[config.mk]
export PLATFORM = sky130hd
export DESIGN_NAME = mmcm_ps_servo_ctrl
export DESIGN_NICKNAME = d
export VERILOG_FILES = /design/src/rtl/servo_pkg.sv /design/src/rtl/ce_divider.sv /design/src/rtl/mmcm_ps_servo_ctrl.sv
export SDC_FILE = /design/constraint.sdc
export NUM_CORES = 1
export LEC_CHECK = 0
export CAP_MARGIN = 20
export CORE_AREA = 4 4 76 92
export DETAILED_ROUTE_END_ITERATION = 10
export DIE_AREA = 0 0 80 96
export PLACE_DENSITY_LB_ADDON = 0.15
export SYNTH_ARGS = -nofsm -noshare
export SYNTH_HDL_FRONTEND = slang
export SYNTH_SLANG_ARGS = --single-unit
export TNS_END_PERCENT = 50
[constraint.sdc]
create_clock -name clk -period 7.1 [get_ports clk]
set_input_delay 1.065 -clock clk [delete_from_list [all_inputs] [get_ports clk]]
set_output_delay 1.065 -clock clk [all_outputs]
set_load 0.02 [all_outputs]
[src/rtl/servo_pkg.sv]
// Shared definitions for the MMCM phase-shift servo controller.
//   servo_state_t : sequencing FSM states
//   STEP_W        : width of the signed net step counter
//   STEP_MAX/MIN  : saturation limits of the step counter
//   tmo_width()   : bit width needed for the PSDONE timeout counter
package servo_pkg;

    typedef enum logic [2:0] {
        IDLE,
        FLUSH,
        FILL,
        EVAL,
        PS_REQ,
        PS_WAIT
    } servo_state_t;

    localparam int unsigned STEP_W = 16;
    localparam logic signed [STEP_W-1:0] STEP_MAX = 16'sh7FFF;
    localparam logic signed [STEP_W-1:0] STEP_MIN = 16'sh8000;

    function automatic int unsigned tmo_width(input int unsigned limit);
        return (limit < 2) ? 1 : $clog2(limit + 1);
    endfunction

endpackage

[src/rtl/ce_divider.sv]
// Clock-enable divider: emits a registered one-cycle tick every DECIM
// cycles while run is high. clear holds the count (and tick) at zero.
//   clk, reset_in_n : clock, async active-low reset
//   run             : advance the divider
//   clear           : synchronous clear, dominates run
//   tick            : one-cycle strobe, first one DECIM cycles after run starts
module ce_divider #(
    parameter int unsigned DECIM = 16
) (
    input  logic clk,
    input  logic reset_in_n,
    input  logic run,
    input  logic clear,
    output logic tick
);

    localparam int unsigned CW = $clog2(DECIM);

    logic [CW-1:0] cnt;

    always_ff @(posedge clk or negedge reset_in_n) begin
        if (!reset_in_n) begin
            cnt  <= '0;
            tick <= 1'b0;
        end else if (clear) begin
            cnt  <= '0;
            tick <= 1'b0;
        end else if (run) begin
            if (cnt == CW'(DECIM - 1)) begin
                cnt  <= '0;
                tick <= 1'b1;
            end else begin
                cnt  <= cnt + CW'(1);
                tick <= 1'b0;
            end
        end else begin
            tick <= 1'b0;
        end
    end

endmodule

[src/rtl/mmcm_ps_servo_ctrl.sv]
// Sequencing controller for the moving-average phase-error filter of the
// MMCM servo loop. Strobes/resets the filter, waits for it to fill, compares
// the averaged error to a deadband and issues single MMCM DPS steps.
//   clk         : clock (also MMCM PSCLK)
//   reset_in_n  : async active-low reset
//   enable      : run the servo while high
//   filt_out    : signed averaged phase error from the filter
//   filt_ce     : filter sample strobe
//   filt_reset  : filter synchronous reset
//   psen        : one-cycle MMCM phase-shift request
//   psincdec    : step direction (1 = increment)
//   psdone      : MMCM step complete
//   locked      : error stayed inside the deadband LOCK_CNT evaluations
//   step_count  : signed, saturating net step count
//   timeout_err : sticky PSDONE timeout flag
module mmcm_ps_servo_ctrl
    import servo_pkg::*;
#(
    parameter int unsigned WIDTH      = 32,
    parameter int unsigned SIZE       = 5,
    parameter int unsigned DECIM      = 16,
    parameter int unsigned THRESH     = 64,
    parameter int unsigned LOCK_CNT   = 4,
    parameter int unsigned PS_TIMEOUT = 1023
) (
    input  logic                     clk,
    input  logic                     reset_in_n,
    input  logic                     enable,
    input  logic signed [WIDTH-1:0]  filt_out,
    output logic                     filt_ce,
    output logic                     filt_reset,
    output logic                     psen,
    output logic                     psincdec,
    input  logic                     psdone,
    output logic                     locked,
    output logic signed [STEP_W-1:0] step_count,
    output logic                     timeout_err
);

    localparam int unsigned DEPTH  = 1 << SIZE;
    localparam int unsigned FILL_W = SIZE + 2;
    localparam int unsigned IB_W   = $clog2(LOCK_CNT + 1);
    localparam int unsigned TMO_W  = tmo_width(PS_TIMEOUT);

    localparam logic signed [WIDTH-1:0] THR_POS = WIDTH'(THRESH);
    localparam logic signed [WIDTH-1:0] THR_NEG = -THR_POS;

    servo_state_t       state;
    logic [FILL_W-1:0]  fill_cnt;
    logic [IB_W-1:0]    inband_cnt;
    logic [TMO_W-1:0]   tmo_cnt;
    logic               ce_run;

    assign ce_run = (state == FILL);

    ce_divider #(.DECIM(DECIM)) u_ce_divider (
        .clk        (clk),
        .reset_in_n (reset_in_n),
        .run        (ce_run),
        .clear      (!ce_run),
        .tick       (filt_ce)
    );

    always_ff @(posedge clk or negedge reset_in_n) begin
        if (!reset_in_n) begin
            state       <= IDLE;
            fill_cnt    <= '0;
            inband_cnt  <= '0;
            tmo_cnt     <= '0;
            filt_reset  <= 1'b1;
            psen        <= 1'b0;
            psincdec    <= 1'b0;
            locked      <= 1'b0;
            step_count  <= '0;
            timeout_err <= 1'b0;
        end else begin
            psen <= 1'b0;
            case (state)
                IDLE: begin
                    filt_reset <= 1'b1;
                    fill_cnt   <= '0;
                    inband_cnt <= '0;
                    tmo_cnt    <= '0;
                    locked     <= 1'b0;
                    if (enable && !timeout_err)
                        state <= FLUSH;
                end
                FLUSH: begin
                    fill_cnt <= '0;
                    if (!enable) begin
                        state  <= IDLE;
                        locked <= 1'b0;
                    end else begin
                        filt_reset <= 1'b0;
                        state      <= FILL;
                    end
                end
                FILL: begin
                    if (!enable) begin
                        state      <= IDLE;
                        filt_reset <= 1'b1;
                        locked     <= 1'b0;
                    end else if (filt_ce) begin
                        // D+2 strobes: D samples plus accumulator and output registers
                        if (fill_cnt == FILL_W'(DEPTH + 1)) begin
                            fill_cnt <= '0;
                            state    <= EVAL;
                        end else begin
                            fill_cnt <= fill_cnt + FILL_W'(1);
                        end
                    end
                end
                EVAL: begin
                    if (!enable) begin
                        state      <= IDLE;
                        filt_reset <= 1'b1;
                        locked     <= 1'b0;
                    end else if (filt_out > THR_POS) begin
                        psincdec <= 1'b1;
                        psen     <= 1'b1;
                        state    <= PS_REQ;
                    end else if (filt_out < THR_NEG) begin
                        psincdec <= 1'b0;
                        psen     <= 1'b1;
                        state    <= PS_REQ;
                    end else begin
                        if (inband_cnt < IB_W'(LOCK_CNT))
                            inband_cnt <= inband_cnt + IB_W'(1);
                        if (inband_cnt >= IB_W'(LOCK_CNT - 1))
                            locked <= 1'b1;
                        fill_cnt <= '0;
                        state    <= FILL;
                    end
                end
                PS_REQ: begin
                    inband_cnt <= '0;
                    locked     <= 1'b0;
                    tmo_cnt    <= '0;
                    state      <= PS_WAIT;
                end
                PS_WAIT: begin
                    if (psdone) begin
                        if (psincdec) begin
                            if (step_count != STEP_MAX)
                                step_count <= step_count + STEP_W'(1);
                        end else if (step_count != STEP_MIN) begin
                            step_count <= step_count - STEP_W'(1);
                        end
                        tmo_cnt  <= '0;
                        fill_cnt <= '0;
                        if (enable) begin
                            state <= FILL;
                        end else begin
                            state      <= IDLE;
                            filt_reset <= 1'b1;
                        end
                    end else if (tmo_cnt == TMO_W'(PS_TIMEOUT - 1)) begin
                        // flag lands on the PS_TIMEOUT-th edge after PS_WAIT entry
                        timeout_err <= 1'b1;
                        tmo_cnt     <= '0;
                        filt_reset  <= 1'b1;
                        state       <= IDLE;
                    end else begin
                        tmo_cnt <= tmo_cnt + TMO_W'(1);
                    end
                end
                default: begin
                    state      <= IDLE;
                    filt_reset <= 1'b1;
                end
            endcase
        end
    end

endmodule

==> summary.md <==
| Metric | Value |
|---|---|
| Slew margin rel. | just under 60% |
| Primary FF master, synth | dfrtp_1 |
| WL/cell | ~14 µm |
| Root Driver | clkbuf_8 |
| CTS HTree Levels | 2 |
| CTS tree | yes |
| Number of synthesized flops with an enable pin | 0 |
| Slew Viols, Final | 0 |
| Vias in the first global route | ~2,900 |
| Final hold viol count | 0 |
| Initial antenna violation count | 0 |
| Total core area | 6050 µm² |
| Clock sinks | 49 |
| Post-CTS Setup Inserts | 0 |
| Synth Area in Adders | 8.61% |
| Layout filler cell count | around 530 |
| P&R area growth vs syn | 22.6% |
| CP Max Fanout | 12 |
| Largest net degree at the start of global routing | 50 |
| DRC | 0 |
| Most frequent cell after synthesis | dfrtp_1 |
| Via count | about 3,000 |
| Post-synth top area share | between 30% and 40% |
| Startpoint types | primary input |
| Final HPWL DP | roughly 5400 µm |
| Final worst-path cycle share | a little under half |
| FFs w/ async S/R, synth | 100% |
| Run status | completed |
| Sw frac | ~44% |
| R2R cell count | 8 |
| CP Data Required Time | ~7.3 ns |
| Starting density of the core | between 50% and 60% |
| Simple-Gate Fraction of Synth Area | between 20% and 30% |
| Clock latency on the worst-skew pair | 0.31 ns |
| Cell leakage power | roughly 0.0017 µW |
| Worst Hold Depth | 1 |
| Hold buffer count at CTS | 0 |
| Crit path DAT | about 3.4 ns |
| Clock skew | 0.00845 ns |
| Clk slew on worst S/H paths | 0.09 ns |
| Cell row count | 31 |
| Internal power | 822 µW |
| Post-synthesis xor/xnor area fraction | about 4.3% |
| Register area share after synthesis | approximately 37% |
| Syn_area_per_cell | approximately 8.9 µm² |
| Area of the multi-input gates | about 2000 µm² |
| Total CTS buffers | 5 |
| Layout Nets | 482 |
| DR vias/cell | just under 6 |
| Max-cap violations | 0 |
| Max Fclk | 0.312 GHz |
| Largest family of logic cells by synthesized area | simple AND/OR/NAND/NOR gates |
| First-pass DRT Iterations | 4 |
| Post-synthesis net count | approximately 430 |
| Largest cells by area after synthesis | dfrtp_1 37%, ha_1 8.0%, o21ai_0 5.8% |
| FF/Latch Area | 1230 µm² |
| Top cells by count, synth | 48 x dfrtp_1, 41 x nand2_1, 38 x o21ai_0, 26 x nor2_1 |
| Total grt overflow | 0 |
| Power per cell area | between 300 and 400 nW/µm² |
| Total Die Area | around 7700 µm² |
| Crit. End Element | flip-flop |
| IO Count | 58 |
| Period minus WS final | roughly 3.2 ns |
| RSZ-0062 raised after global routing | false |
| Sw power | ~650 µW |
| Synthesis warning total | 0 |
| Setup Crit Path Kind | primary input to flip-flop |
| GPL Wtd Cong | roughly 0.85 |
| Setup tns final | 0 ns |
| CTS Buffer Depth | 2 |
| Starting DRT DRC Count | approximately 110 |
| Sequential power share | a little under a third |
| Inst Count DP | roughly 500 |
| Port bufs | 57 |
| Die Wd | around 80 µm |
| Compound-cell area share of the yosys netlist | slightly below 20% |
| Mux cell area share after synthesis | under 10% |
| Fraction of layout cells with a size suffix above 1 | 6.12% |
| Yosys cell types | slightly below 60 |
| Clock power share | around 14% |
| WL final | 7140 µm |
| Die height | 96 µm |
| Worst Max-Slew Pin Slew | 0.614 ns |
| Hold Crit Class | flip-flop to flip-flop |
| GRT Overall Usage | between 10% and 20% |
| Post_cts resized | 0 |
| FF+latch count, synth | 49 |
| Gate power share | between 50% and 60% |
| Cell Area, Synth | 3280 µm² |
| Diodes inserted | 0 |
| First-pass GRT wire length | between 10,000 and 15,000 µm |
| Synth area leader | dfrtp_1 |
| ANT nets after route | 0 |
| Final setup viols | 0 |
| Non-filler cells, final | slightly above 500 |
| Peak supply drop | about 0.00014 V |
| Cell count after synthesis | 369 |
## worst max-delay path: stages
cell	delay [ns]
clkdlybuf4s50_1	0.40
or4_4	0.54
o31ai_4	0.20
or4b_4	0.53
a21oi_4	0.32
o21ai_0	0.17
o2bb2ai_1	0.16
## state kept, by name (all words and copies together), names as in the netlist
name / cells
step_count: 16
tmo_cnt: 10
fill_cnt: 7
u_ce_divider.cnt: 4
inband_cnt: 3
state: 3
filt_reset: 1
locked: 1
psen: 1
psincdec: 1
timeout_err: 1
u_ce_divider.tick: 1
## cell type report
cell class                 instances  share of cell area [%]
inverter                          12                    1.12
tap                               82                    2.55
sequential                        49                    30.5
timing repair buffer              58                    14.6
clock inverter                     2                   0.964
clock buffer                       6                    1.80
multi-input combinational        298                    48.5
## path summary, 6_finish.rpt
check	startpoint	to	slack [ns]
max	filt_out[0]	fill_cnt[3]$_DFFE_PN0P_	3.89
min	u_ce_divider.cnt[0]$_DFF_PN0_	u_ce_divider.cnt[0]$_DFF_PN0_	0.50
max reg2reg	psincdec$_DFFE_PN0P_	step_count[14]$_DFFE_PN0P_	4.16
min reg2reg	u_ce_divider.cnt[0]$_DFF_PN0_	u_ce_divider.cnt[0]$_DFF_PN0_	0.50
max in group asynchronous	reset_in_n	step_count[4]$_DFFE_PN0P_	5.97
min in group asynchronous	reset_in_n	tmo_cnt[7]$_DFFE_PN0P_	0.63
## per-layer routing
| metal | global-route usage [%] | up-vias | wire, µm | part of all wire [%] |
|---|---|---|---|---|
| met5 | 0 | - | 0 | 0 |
| met4 | 6.34 | 0 | 82 | 1.1 |
| met3 | 4.31 | 8 | 399 | 5.6 |
| met2 | 37.1 | 72 | 3620 | 51 |
| met1 | 22.4 | 1416 | 3030 | 42 |
| li1 | - | 1471 | - | - |
## kinds of logic (layout without fill, tap and decap cells)
family,Yosys count,after routing
AND/OR/NAND/NOR,160,160
AO/OA/AOI/OAI,96,96
flip-flops,49,49
adder cells (fa/ha/maj),22,22
buffers and inverters,22,78
XOR/XNOR,16,16
multiplexers,4,4
## cell usage in the layout (no fill, tap or decap), types with 5 or more instances in the layout
cell	n
nor4_1	13
or2_2	5
dfrtp_1	48
inv_1	12
o21ai_0	38
clkbuf_8	5
nand4_1	11
and3_1	6
ha_1	21
nand2b_1	8
a21oi_1	21
nor2_1	26
a21o_1	5
nor3_1	6
clkdlybuf4s50_1	56
nand3_1	17
nand2_1	41
xor2_1	8
xnor2_1	8
nor2b_1	6
## metrics by stage
step	instance area, µm²	power [µW]	hold slack [ns]	util, %	setup slack, ns
6_report	4020	1470	0.504	66.5	3.89
5_1_grt	4020	1600	0.535	66.5	3.79
4_1_cts	4000	1470	0.506	66.2	3.90
3_5_place_dp	3890	1270	0.491	64.3	3.55
3_3_place_gp	3890	1240	0.478	64.3	3.65
2_1_floorplan	3280	1040	0.459	-	4.18
## power by group through the flow
| stage | Clock, µW | Combinational (µW) | Sequential (µW) |
|---|---|---|---|
| 2_1_floorplan | 0 | 560 | 475 |
| 3_3_place_gp | 0 | 793 | 451 |
| 3_5_place_dp | 0 | 812 | 455 |
| 4_1_cts | 209 | 816 | 449 |
| 5_1_grt | 220 | 909 | 467 |
| 6_report | 204 | 817 | 450 |
No activity file was read; power rests on OpenSTA's default activity.
